**src/rtl/micro_phase_seq.sv**
```systemverilog
// One-hot instruction phase generator for the micro core.
// Supports a configurable phase count, stall, early termination (skip), and halt/resume with a retired-instruction counter.
//
// state   | meaning
// --------+-------------------------------------------------------------
// ST_RUN  | phases advance; instructions complete and retire
// ST_HALT | phase vector is all-zero; waits for resume
module micro_phase_seq #(
    parameter int NPH = 5,
    parameter int CW  = 32
) (
    input  logic           clk,
    input  logic           rst,
    input  logic           hlt,
    input  logic           stall,
    input  logic           skip,
    input  logic           resume,
    output logic [NPH-1:0] phase,
    output logic           halted,
    output logic           last,
    output logic [CW-1:0]  retired
);

    typedef enum logic {
        ST_RUN  = 1'b0,
        ST_HALT = 1'b1
    } state_t;

    localparam logic [NPH-1:0] PH_FETCH = {1'b1, {(NPH-1){1'b0}}};

    state_t         state_q,    state_d;
    logic [NPH-1:0] phase_q,    phase_d;
    logic [CW-1:0]  retired_q,  retired_d;
    logic           hlt_pend_q, hlt_pend_d;
    logic           last_c;

    always_ff @(posedge clk or negedge rst) begin
        if (!rst) begin
            state_q    <= ST_RUN;
            phase_q    <= PH_FETCH;
            retired_q  <= '0;
            hlt_pend_q <= 1'b0;
        end else begin
            state_q    <= state_d;
            phase_q    <= phase_d;
            retired_q  <= retired_d;
            hlt_pend_q <= hlt_pend_d;
        end
    end

    // Instruction completes this cycle; downstream commit logic qualifies on it.
    assign last_c = (state_q == ST_RUN) && !stall && (phase_q[0] || skip);

    always_comb begin
        state_d    = state_q;
        phase_d    = phase_q;
        retired_d  = retired_q;
        hlt_pend_d = hlt_pend_q;

        unique case (state_q)
            ST_RUN: begin
                if (stall) begin
                    if (hlt) hlt_pend_d = 1'b1;
                end else if (last_c) begin
                    retired_d = retired_q + CW'(1);
                    if (hlt || hlt_pend_q) begin
                        state_d    = ST_HALT;
                        phase_d    = '0;
                        hlt_pend_d = 1'b0;
                    end else begin
                        phase_d = PH_FETCH;
                    end
                end else begin
                    // phase_q[0] implies last_c here, so the shift never empties the vector.
                    phase_d = phase_q >> 1;
                    if (hlt) hlt_pend_d = 1'b1;
                end
            end
            ST_HALT: begin
                if (resume) begin
                    state_d = ST_RUN;
                    phase_d = PH_FETCH;
                end
            end
            default: begin
                state_d = ST_RUN;
                phase_d = PH_FETCH;
            end
        endcase
    end

    assign phase   = phase_q;
    assign halted  = (state_q == ST_HALT);
    assign last    = last_c;
    assign retired = retired_q;

endmodule
```
**config.mk**
```make
export PLATFORM = sky130hd
export DESIGN_NAME = micro_phase_seq
export DESIGN_NICKNAME = d
export VERILOG_FILES = /design/src/rtl/micro_phase_seq.sv
export SDC_FILE = /design/constraint.sdc
export NUM_CORES = 1
export LEC_CHECK = 0
export ABC_AREA = 0
export CORE_AREA = 5 5 68 70
export CTS_CLUSTER_SIZE = 8
export DETAILED_ROUTE_END_ITERATION = 8
export DIE_AREA = 0 0 73 75
export PLACE_DENSITY = 0.82
export SETUP_SLACK_MARGIN = 0.5
export SLEW_MARGIN = 40
export SYNTH_ARGS = -nofsm -noshare
export SYNTH_HDL_FRONTEND = slang
export SYNTH_SLANG_ARGS = --single-unit
```
**constraint.sdc**
```tcl
create_clock -name clk -period 3.5 [get_ports clk]
set_input_delay 0.525 -clock clk [delete_from_list [all_inputs] [get_ports clk]]
set_output_delay 0.525 -clock clk [all_outputs]
set_load 0.1 [all_outputs]
```
After elaboration in Yosys (flattened, before gate mapping)
Index checks and enable logic that the tools add are counted.

$add $sub $neg: 1. Eq/ne operators: 3. Muxes and demuxes: 14. Bitwise operators: 2. Reduce and logical (&&, ||, !) cells: 8.

Operators with widths (count): 32-bit by 1-bit adder with 32-bit output, second input constant (1); 5-bit two-way mux (4); 5-bit one-hot mux with 2 select lines (1); 1-bit two-way mux (8); 2-bit != test, second input constant (2); 2-bit AND reduction (2); 3-bit by 2-bit != test with 1-bit output, second input constant (1); 3-bit AND reduction (1); 1-bit logical AND (2); 1-bit logical OR (2); 1-bit NOT (2); 1-bit one-hot mux with 2 select lines (1); 1-bit logical NOT (1).

Flip-flop bits (word level): 39. Input port bits: 6. Output and inout port bits: 39. Word-level logic and storage cells: 32.

Logic depth before layout (Yosys ltp)
Word-level depth: 6. Depth in mapped cells: 6. Gate-level depth less buffers: 5.

Worst setup path before layout
OpenSTA, ideal clock, no wires.

Path type: register to register. Start: reg phase_q[0], in the netlist phase[0]. End: reg retired_q[7], in the netlist retired[7]. Library setup time: 0.159 ns. Arrival: 2.917 ns. Data required time: 3.341 ns. Setup slack: 0.424 ns. Cell stages (with the launch flop): 5. Path buffers: 0. Clock period less this slack: 3.076 ns. Path through: dfrtp_1 nor2_1 nor3_2 nand3_1 xnor2_1.

Word-level cells in the longest chain between the ends: 3.

Ends and longest elaborated chain: from (decl) (RTL line 32) `logic [NPH-1:0] phase_q, phase_d;`; from (signal assigned) (RTL line 45) `phase_q <= phase_d;`; 1-bit logical OR (RTL line 52) `assign last_c = (state_q == ST_RUN) && !stall && (phase_q[0] || skip);`; 1-bit logical AND (RTL line 52); via last (RTL line 20) `output logic last,`; 3-bit AND reduction (no line); to (signal assigned) (RTL line 46) `retired_q <= retired_d;`; to (decl) (RTL line 33) `logic [CW-1:0] retired_q, retired_d;`.

The timed path passes the listed nets, and every way through them passes these cells. A chain may end at the register's enable or synchronous reset.

Final worst setup path
Start: in stall. End: out last.

Word-level cells in the longest chain between the ends: 3.

Ends and longest elaborated chain: from (decl) (RTL line 15) `input logic stall,`; 1-bit logical NOT (RTL line 52); 1-bit logical AND (2 in a row) (RTL line 52); to (decl) (RTL line 20).

Every way passes these cells.

==> reports/results.txt <==
outcome: finished clean
WL per Instance: 13.7 um
fin crit period: 2.57 ns
Final Hold Viols: 0
clock skew: 0.00811 ns
number of synthesized flops with an enable pin: 0
Die ar.: 0.00548 mm^2
Clock transition at path regs: 0.07 ns
Setup crit end kind: output pin
Worst setup SP type: input pin
CTS H-tree depth: 2
global-route wire length before repair: 6510 um
CP arrival: 2.04 ns
Syn Area/Cell: 11.4 um^2
vias per cell: 5.36
drt initial violations: 72
setup violators final: 0
critical path required time: 2.97 ns
CTS buffer count: 5
post-synthesis xor/xnor area fraction: 13.3%
initial antenna violation count: 0
FF+latch count, synth: 39
critical path type: in -> out
Post-Route WL: 3760 um
gr usage total: 15.7%
DR DRC count: 0
ant diodes: 0
post-CTS setup buffers: 0
post-synthesis mux area share: 0.553%
Post-synth ARST share: 100%
Syn Inst Count: 179
gpl congestion: 0.737
fraction of the mapped netlist area in simple logic gates: 29.1%
worst skew pair latency: 0.30 ns
core outline area: 0.00391 mm^2
commonest cells in the synthesized netlist: dfrtp_1 (38), xor2_1 (22), nand2_1 (16), nand3_1 (11), nor3_1 (10)
Remaining Overflow, GRT: 0
Die W: 73 um
Max Fanout on Critical Path: 10
Syn-to-layout area delta: 18.0%
net total in the final layout: 230
largest cells by area after synthesis: dfrtp_1 (47%), xor2_1 (9.5%), nor4_2 (5.5%), xnor2_1 (3.9%), nand4_4 (3.1%)
Synthesis Warnings: 0
Power Dens Cells: 579 mW/mm^2
Die H: 75 um
post-cts sizing count: 0
Mapped Area: 0.00204 mm^2
Detail Route Antenna Nets: 0
post-synth top area share: 46.7%
combinational family with the most area after synthesis: simple AND/OR/NAND/NOR gates
Root Buffer: clkbuf_8
Worst VDD drop: 0.750 mV
register area share after synthesis: 48.0%
Power Total: 1390 uW
crit share post-route: 73.3%
Post-Synth Adder-Cell Area: 0.615%
area leader, netlist: dfrtp_1
largest net degree at the start of global routing: 40
via count: 1469
Hold Path Class: in -> async
hold_buf cts: 0
Final Max Slew Viols: 0
Worst R2R Path Depth: 4
Clock Sinks: 39
post-placement cell area: 0.00228 mm^2
cell row count: 23
most frequent cell after synthesis: dfrtp_1
Final Hold Slack: 0.183 ns
setup_tns: 0 ns
share of layout cells above drive strength 1: 31.7%
Initial Util: 52.0%
io pins: 45
Distinct cells, synth: 38
buffer levels on the longest clock path: 2
Synth Area in Compound Gates: 3.93%
max-cap check violation count: 0
number of global-route vias before repair: 1401
Worst-Margin Slew: 0.609 ns
Post-Syn Nets: 186
Synth Flop Type: dfrtp_1
Max Clk Rate: 0.390 GHz
Relative slew margins: 59.4%
Detailed Routing Iterations Pass 1: 4
Lkg Pwr: 0.00121 uW
Final Instance Area: 0.00240 mm^2
DPL Wire Length: 2760 um
CTS tree: built
unrepaired setup endpoints after global routing: false
port bufs: 44
-- power breakdown --
group	internal (uW)	total [uW]	switching [uW]
combinational	78.4	446	368
clock	231	386	156
sequential	493	557	63.8
total	802	1390	587
-- sequential cells by signal, indices dropped and copies added (netlist names) --
register	count
halted	1
hlt_pend_q	1
phase	5
retired	32
-- routing by layer --
layer | track usage [%] | part of all wire (%) | up-vias
met5 | 0 | 0 | -
met4 | 7.38 | 1.7 | 0
met3 | 5.47 | 7.4 | 7
met2 | 24.0 | 46 | 55
met1 | 19.9 | 45 | 687
li1 | - | - | 720
-- final timing paths --
kind,slack [ns],startpoint,end
worst max-delay path,0.93,stall,last
worst min-delay path,0.18,rst,retired[29]
worst max register to register,1.83,retired[10],retired[21]
worst min register to register,0.46,retired[31],retired[31]
max in group asynchronous,2.96,rst,phase[4]
min in group clk,0.46,retired[31],retired[31]
-- through the flow --
stage          setup slack (ns)  utilization [%]  cells
3_5_place_dp              0.946             58.4    266
2_1_floorplan             0.919                -    179
3_3_place_gp              0.974             63.0    266
6_report                  0.934             61.4    274
4_1_cts                   0.943             61.4    274
5_1_grt                   0.862             61.4    274
-- cell usage in the layout, fill, tap and decap left out, types with 7 or more instances in the layout --
master / synthesis / layout
dfrtp_1: 38 / 38
nand2_1: 16 / 16
buf_2: 0 / 37
nor2_1: 7 / 7
nand3_1: 11 / 11
xnor2_1: 9 / 9
nor4_2: 9 / 9
xor2_1: 22 / 22
nor3_1: 10 / 10
-- cells by family (layout without fill, tap and decap cells) --
group                      count (synthesis)  in the layout
buffers and inverters                     13             58
xor gates and xnor gates                  31             31
and+or+nand+nor                           81             81
adders and majority gates                  1              1
DFF                                       39             39
AOI/OAI and AO/OA                         13             13
muxes                                      1              1
-- critical path, cell delays in order --
cell             delay (ns)
clkdlybuf4s50_1        0.68
nor3_4                 0.47
buf_4                  0.37
-- final cells by class --
type | instances | area [um^2]
clock inverters | 2 | 35.0
multi-input cells | 127 | 975
flip-flops and latches | 39 | 977
fillers | 343 | 1510
clock buffers | 6 | 82.6
well taps | 50 | 62.6
inverters | 6 | 22.5
repair buffers | 44 | 248
Power figures use the tool's default switching activity.
